File: src/rtl/isa_pkg.sv
// Shared sequencer ISA definitions: opcode field layout, opcode values and
// the fetch front-end state encoding.
package isa_pkg;
  localparam int OP_W    = 16;
  localparam int OPC_W   = 4;
  localparam int OPC_MSB = OP_W - 1;
  localparam int OPC_LSB = OP_W - OPC_W;

  typedef enum logic [OPC_W-1:0] {
    OPC_NOP  = 4'h0,
    OPC_LD   = 4'h1,
    OPC_ST   = 4'h2,
    OPC_ADD  = 4'h3,
    OPC_SUB  = 4'h4,
    OPC_CMP  = 4'h5,
    OPC_JMP  = 4'h8,
    OPC_JZ   = 4'h9,
    OPC_SET  = 4'hA,
    OPC_HALT = 4'hF
  } opc_e;

  typedef enum logic [1:0] {
    S_IDLE,
    S_FETCH,
    S_HALTED,
    S_FAULT
  } fetch_state_e;
endpackage

File: src/rtl/fetch_fifo2.sv
// Two-entry FIFO of {op, pc} words feeding the decoder. Entry 0 is the head.
// The caller never pushes into a full FIFO nor pops an empty one.
module fetch_fifo2 #(
  parameter int W = 24
) (
  input  logic         clk,
  input  logic         rst_n,
  input  logic         push,
  input  logic [W-1:0] push_data,
  input  logic         pop,
  input  logic         flush,
  output logic [W-1:0] head,
  output logic [1:0]   count
);
  logic [W-1:0] ent0_q, ent0_d, ent1_q, ent1_d;
  logic [1:0]   cnt_q, cnt_d;

  // Next-state: flush beats everything, otherwise shift on pop and append on push
  always_comb begin
    ent0_d = ent0_q;
    ent1_d = ent1_q;
    cnt_d  = cnt_q;
    if (flush) begin
      cnt_d = 2'd0;
    end else begin
      case ({push, pop})
        2'b10: begin
          if (cnt_q == 2'd0) ent0_d = push_data;
          else               ent1_d = push_data;
          cnt_d = cnt_q + 2'd1;
        end
        2'b01: begin
          ent0_d = ent1_q;
          cnt_d  = cnt_q - 2'd1;
        end
        2'b11: begin
          if (cnt_q == 2'd1) begin
            ent0_d = push_data;
          end else begin
            ent0_d = ent1_q;
            ent1_d = push_data;
          end
        end
        default: ;
      endcase
    end
  end

  // State registers
  always_ff @(posedge clk) begin
    if (!rst_n) begin
      ent0_q <= '0;
      ent1_q <= '0;
      cnt_q  <= 2'd0;
    end else begin
      ent0_q <= ent0_d;
      ent1_q <= ent1_d;
      cnt_q  <= cnt_d;
    end
  end

  assign head  = ent0_q;
  assign count = cnt_q;
endmodule

File: src/rtl/imem_fetch.sv
// Loadable instruction memory with a registered fetch front-end. Reads are
// synchronous; the read register acts as a bypass slot in front of the
// 2-entry FIFO so a fresh word reaches the decoder one cycle after issue.
module imem_fetch
  import isa_pkg::*;
#(
  parameter int               ADDR_W   = 8,
  parameter int               OP_W     = isa_pkg::OP_W,
  parameter int               DEPTH    = 256,
  parameter logic [OPC_W-1:0] HALT_OPC = OPC_HALT
) (
  input  logic              clk,
  input  logic              rst_n,
  input  logic              load_en,
  input  logic [ADDR_W-1:0] load_addr,
  input  logic [OP_W-1:0]   load_data,
  input  logic              start,
  input  logic [ADDR_W-1:0] start_pc,
  input  logic              redir_valid,
  input  logic [ADDR_W-1:0] redir_pc,
  output logic              op_valid,
  input  logic              op_ready,
  output logic [OP_W-1:0]   op,
  output logic [ADDR_W-1:0] op_pc,
  output logic              halted,
  output logic              fault
);
  localparam int              IDX_W   = (DEPTH > 1) ? $clog2(DEPTH) : 1;
  localparam int              E_W     = OP_W + ADDR_W;
  localparam logic [ADDR_W:0] DEPTH_L = (ADDR_W+1)'(DEPTH);

  fetch_state_e      state_q, state_d;
  logic [ADDR_W-1:0] pc_q, pc_d;
  logic              inflight_q, inflight_d;
  logic              halted_q, halted_d, fault_q, fault_d;

  logic [OP_W-1:0]   mem [DEPTH];
  logic [OP_W-1:0]   rdata_q;
  logic [ADDR_W-1:0] rpc_q;

  logic              issue, mem_we, flush, push, pop, fifo_pop, halt_pop, head_valid;
  logic [E_W-1:0]    fifo_head, head;
  logic [1:0]        fifo_cnt;
  logic [2:0]        occ;

  // Head selection, issue gating and control FSM next-state
  always_comb begin
    head_valid = (fifo_cnt != 2'd0) || inflight_q;
    head       = (fifo_cnt != 2'd0) ? fifo_head : {rdata_q, rpc_q};
    pop        = head_valid && op_ready;
    fifo_pop   = pop && (fifo_cnt != 2'd0);
    halt_pop   = pop && (state_q == S_FETCH) && (head[E_W-1 -: OPC_W] == HALT_OPC);
    // occupancy after this cycle's pop, counting the read landing now
    occ        = {1'b0, fifo_cnt} + {2'b00, inflight_q} - {2'b00, pop};
    state_d    = state_q;
    pc_d       = pc_q;
    issue      = 1'b0;
    mem_we     = 1'b0;
    flush      = 1'b0;
    case (state_q)
      S_IDLE, S_HALTED: begin
        if (load_en) begin
          mem_we = ({1'b0, load_addr} < DEPTH_L);
        end else if (start) begin
          state_d = S_FETCH;
          pc_d    = start_pc;
        end
      end
      S_FETCH: begin
        if (halt_pop) begin
          state_d = S_HALTED;
          flush   = 1'b1;
        end else if (redir_valid) begin
          flush = 1'b1;
          pc_d  = redir_pc;
        end else if (occ < 3'd2) begin
          if ({1'b0, pc_q} < DEPTH_L) begin
            issue = 1'b1;
            pc_d  = pc_q + ADDR_W'(1);
          end else begin
            state_d = S_FAULT;
          end
        end
      end
      default: ;
    endcase
    inflight_d = issue;
    // a landing word popped straight from the bypass slot never enters the FIFO
    push       = inflight_q && !flush && !((fifo_cnt == 2'd0) && pop);
    halted_d   = (state_d == S_HALTED);
    fault_d    = (state_d == S_FAULT);
  end

  // Control registers
  always_ff @(posedge clk) begin
    if (!rst_n) begin
      state_q    <= S_IDLE;
      pc_q       <= '0;
      inflight_q <= 1'b0;
      halted_q   <= 1'b0;
      fault_q    <= 1'b0;
    end else begin
      state_q    <= state_d;
      pc_q       <= pc_d;
      inflight_q <= inflight_d;
      halted_q   <= halted_d;
      fault_q    <= fault_d;
    end
  end

  // Memory array and its read register; contents survive reset
  always_ff @(posedge clk) begin
    if (mem_we) mem[load_addr[IDX_W-1:0]] <= load_data;
    if (issue) begin
      rdata_q <= mem[pc_q[IDX_W-1:0]];
      rpc_q   <= pc_q;
    end
  end

  fetch_fifo2 #(.W(E_W)) u_fifo (
    .clk       (clk),
    .rst_n     (rst_n),
    .push      (push),
    .push_data ({rdata_q, rpc_q}),
    .pop       (fifo_pop),
    .flush     (flush),
    .head      (fifo_head),
    .count     (fifo_cnt)
  );

  assign op_valid = head_valid;
  assign op       = head_valid ? head[E_W-1 -: OP_W] : '0;
  assign op_pc    = head_valid ? head[ADDR_W-1:0] : '0;
  assign halted   = halted_q;
  assign fault    = fault_q;
endmodule

File: config.mk
export PLATFORM = sky130hd
export DESIGN_NAME = imem_fetch
export DESIGN_NICKNAME = d
export VERILOG_FILES = /design/src/rtl/isa_pkg.sv /design/src/rtl/fetch_fifo2.sv /design/src/rtl/imem_fetch.sv
export SDC_FILE = /design/constraint.sdc
export NUM_CORES = 2
export LEC_CHECK = 0
export CAP_MARGIN = 25
export CORE_UTILIZATION = 53
export CTS_BUF_LIST = sky130_fd_sc_hd__clkbuf_2
export CTS_CLUSTER_DIAMETER = 40
export CTS_CLUSTER_SIZE = 8
export DETAILED_ROUTE_END_ITERATION = 10
export MAX_ROUTING_LAYER = met4
export PLACE_DENSITY = 0.69
export RECOVER_POWER = 25
export SYNTH_ARGS = -nofsm -noshare
export SYNTH_HDL_FRONTEND = slang
export SYNTH_SLANG_ARGS = --single-unit
export TNS_END_PERCENT = 30
File: constraint.sdc
create_clock -name clk -period 6.8 [get_ports clk]
set_input_delay 1.02 -clock clk [delete_from_list [all_inputs] [get_ports clk]]
set_output_delay 1.02 -clock clk [all_outputs]
set_load 0.05 [all_outputs]
==> impl_metrics.toml <==
[status]
status = "complete, but fails checks"
violations = "max-capacitance violations, max-slew violations"

[sta]
final_max_slew_viol_count = 2843
fin_crit_ps = 6178
final_hold_viol_count = 0
tightestPinTransition_ps = 7276
finClkSkew_ps = 198.8
period_share_pct = 90.86
max_freq_mhz = 161.9
fin_ws_ps = 621.5
setup_viol_count_final = 0
slew_headroom_pct = -385.1
whs_ps = 181.5
tns_ps = 0
rsz0062_at_grt = "no"

[clock_network]
tritoncts = "built"
post-cts-setup-buffers = 0
postCtsHoldBufs = 90
cts.sinks = 4183
numCtsBuffers = 620
clk_latency_ps = 2340
clkTransAtPathRegs_ps = 160
cts_buffer_depth = 4
cts_resized = 0
cts_htree_levels = 6
clockRootBuffer = "clkbuf_2"

[global_routing]
grt.met3_usage_pct = 8.809
top_usage_layer = "met2"
antenna_found_initial = 40
grt_pass1_vias = 84030
grt_max_degree = 201
grt_pass1_wl_um = 662300
grtUsageMet1_pct = 42.99
use_met2_pct = 46.17
grt_usage_pct = 32.07
overflow = 0

[worst_setup_path]
critical_path.slowest_cell = "clkbuf_1"
crit_path_end = "mem[203][13]"
r2r_start = "pc_q[4]"
crit_buf_inv = 4
path_max_fanout = 110
reg2reg_to = "rdata_q[13]"
critPathKind = "input port to register"
startpoint_type = "input port"
path_cells = "dlygate4sd3_1 -> dlygate4sd3_1 -> clkbuf_1 -> clkbuf_1"
endpoint_kind = "register"
crit_cells = 4
critical-path-top-delay-family = "buffers and inverters"
cp_data_required_time_ps = 7910
crit_start = "load_data[13]"
slowest_delay_ps = 3980
rrSetupSlack_ps = 1180
reg2regPathDepth = 8
critical_path_arrival_ps = 7290

[synthesis]
seq_area_frac_synth_pct = 77.07
synth.top_cell.area_share_pct = 76.29
syn_area_mm2 = 0.1622
syn_area_per_cell_um2 = 21.12
synthCells = 7677
synth_warnings = 0
async_flop_share_pct = 0
ys_top_cells_by_area = "edfxtp_1 76%, mux4_2 12%, mux2i_1 3.2%, nor2_1 0.83%, dfxtp_1 0.78%"
synth_cell_types = 82
synth_edf_count = 4120
synth_ff_type = "edfxtp_1"
ys_seq_elements = 4183
synth_top_area_cell = "edfxtp_1"
postSynthNetCount = 7731

[placement]
dp_slack_ps = 1688
placed_cell_area_mm2 = 0.1691
dp_hpwl_um = 283800
portBuffers = 72
globalplace.congestion = 0.9367

[worst_hold_path]
hp-start = "load_addr[5]"
hp-class = "input port to register"
hold_depth = 4

[pwr]
p_total_w = 0.04612
p_sw_share_pct = 26.87
p_leak_nw = 53.20
clock_power_share_pct = 26.5
pwr-share-seq_pct = 62.0
peakVddDrop_v = 0.0001747
internal-power_w = 0.03372
power.density_mw_per_mm2 = 264.1
switchingPower_w = 0.01239
comb_power_share_pct = 11.5

[finish]
fillCellCount = 22090
postLayoutCellArea_mm2 = 0.1746
syn2layout_area_growth_pct = 7.662
drive_above_1_share_pct = 25.36
nets = 8453

[die]
num_rows = 202
dieArea_mm2 = 0.3082
num_io_pins = 73
fp.dieH_um = 555.1
die_w_um = 555.1
core-area_mm2 = 0.3035
start_util_pct = 53.42

[job]
drv_cap = 32

[detailed_routing]
num_vias = 86240
drc = 0
drtAntennaViolNets = 0
post_drt_wl_per_cell_um = 37.89
drtIter0Drc = 14910
dr.pass1.iters = 6
vias_per_cell = 6.793
drt_wl_total_um = 481100
## metrics by stage
step           cells  utilization, %
2_1_floorplan   7677               -
3_3_place_gp   11730           55.63
3_5_place_dp   11750           55.70
4_1_cts        12650           57.59
5_1_grt        12690           57.51
6_report       12700           57.52
## cell families (layout without fill, tap and decap cells)
kind of cell,after synthesis,in the layout,synth area share (%)
xor gates and xnor gates,10,10,0.05401
other,0,32,0
adders and majority gates,8,8,0.06635
muxes,1371,1371,14.99
buffers and inverters,514,1421,1.950
DFF,4183,4183,77.07
and+or+nand+nor,715,715,1.922
AOI/OAI and AO/OA,876,876,3.942
## flip-flops by register name, indices dropped and copies added (netlist names), 2 cells and up
signal         count
mem             4096
u_fifo.ent1_q     24
u_fifo.head       24
rdata_q           16
pc_q               8
rpc_q              8
state_q            2
u_fifo.count       2
## worst reg2reg max path: stages, from the launching register on
cell and delay [ps]:
dfxtp_1 1640, nand3b_1 1250, buf_4 530, o22ai_1 280
a21o_1 120, a2111oi_0 60, dlymetal6s2s_1 240, a211oi_1 840
o32ai_1 250
## area by class of cell
class,instances,area [um^2],area share [%]
flip-flops and latches,4183,125000,71.60
diodes,32,80.08,0.04587
well taps,4080,5105,2.924
clock inverters,121,1245,0.7131
clock buffers,686,3433,1.967
repair buffers,574,5127,2.937
multi-input cells,2980,34440,19.73
inverters,40,158.9,0.09102
## layout by cell type (no fill, tap or decap), drive strengths merged, types with 11 or more instances in the layout
master         count
mux4             843
a2111oi           13
edfxtp          4120
or3               11
o32ai             12
clkbuf           725
o211ai            17
clkinvlp          15
dlygate4sd3       80
nand4             16
a21oi            165
nor2             360
nor3              14
mux2              15
a221oi           117
a211o             14
o221ai            86
nand3             65
nand2            162
a22o              44
dfxtp             63
a221o             12
mux2i            513
a211oi            82
a31oi             19
bufinv            22
o31ai             11
a22oi             93
nor2b             24
inv               63
clkdlybuf4s50     56
buf              398
diode             32
clkinv            61
and2              18
o22ai             58
o21ai             74
## synthesized netlist by cell type (17+ instances only)
library cell,n
mux2i_1,513
a22o_1,44
nand2_1,162
o211ai_1,17
o21ai_0,72
a31oi_1,19
buf_8,23
a211oi_1,81
a22oi_1,93
inv_1,38
nand3_1,65
o22ai_1,58
mux4_2,836
o221ai_1,86
dfxtp_1,63
buf_6,60
a221oi_1,116
buf_2,148
buf_4,50
nor2b_1,24
clkbuf_1,168
a21oi_1,165
edfxtp_1,4120
nor2_1,360
## per-layer routing
layer  share of wire, %  routed length (um)
met5                  0                   0
met1                 35              170200
met3                 14               68320
met4                5.3               25270
met2                 45              217400
## worst min-delay path by stage
stage / endpoint / slack, ps
detailed placement: u_fifo.head[12] / 440
global placement: u_fifo.head[6] / 440
CTS: mem[222][14] / 0.6
floorplan: u_fifo.head[0] / 430
global route: mem[222][14] / 60
finish: mem[135][9] / 180
## power by group through the flow
| stage | registers (W) | clock network (W) | logic [W] |
|---|---|---|---|
| after CTS | 0.0285 | 0.0123 | 0.00520 |
| final | 0.0286 | 0.0122 | 0.00531 |
| after global routing | 0.0286 | 0.0133 | 0.00538 |
| after floorplan | 0.0290 | 0 | 0.00272 |
| after detailed placement | 0.0291 | 0 | 0.00510 |
| after global placement | 0.0291 | 0 | 0.00504 |
Power figures use the tool's default switching activity.
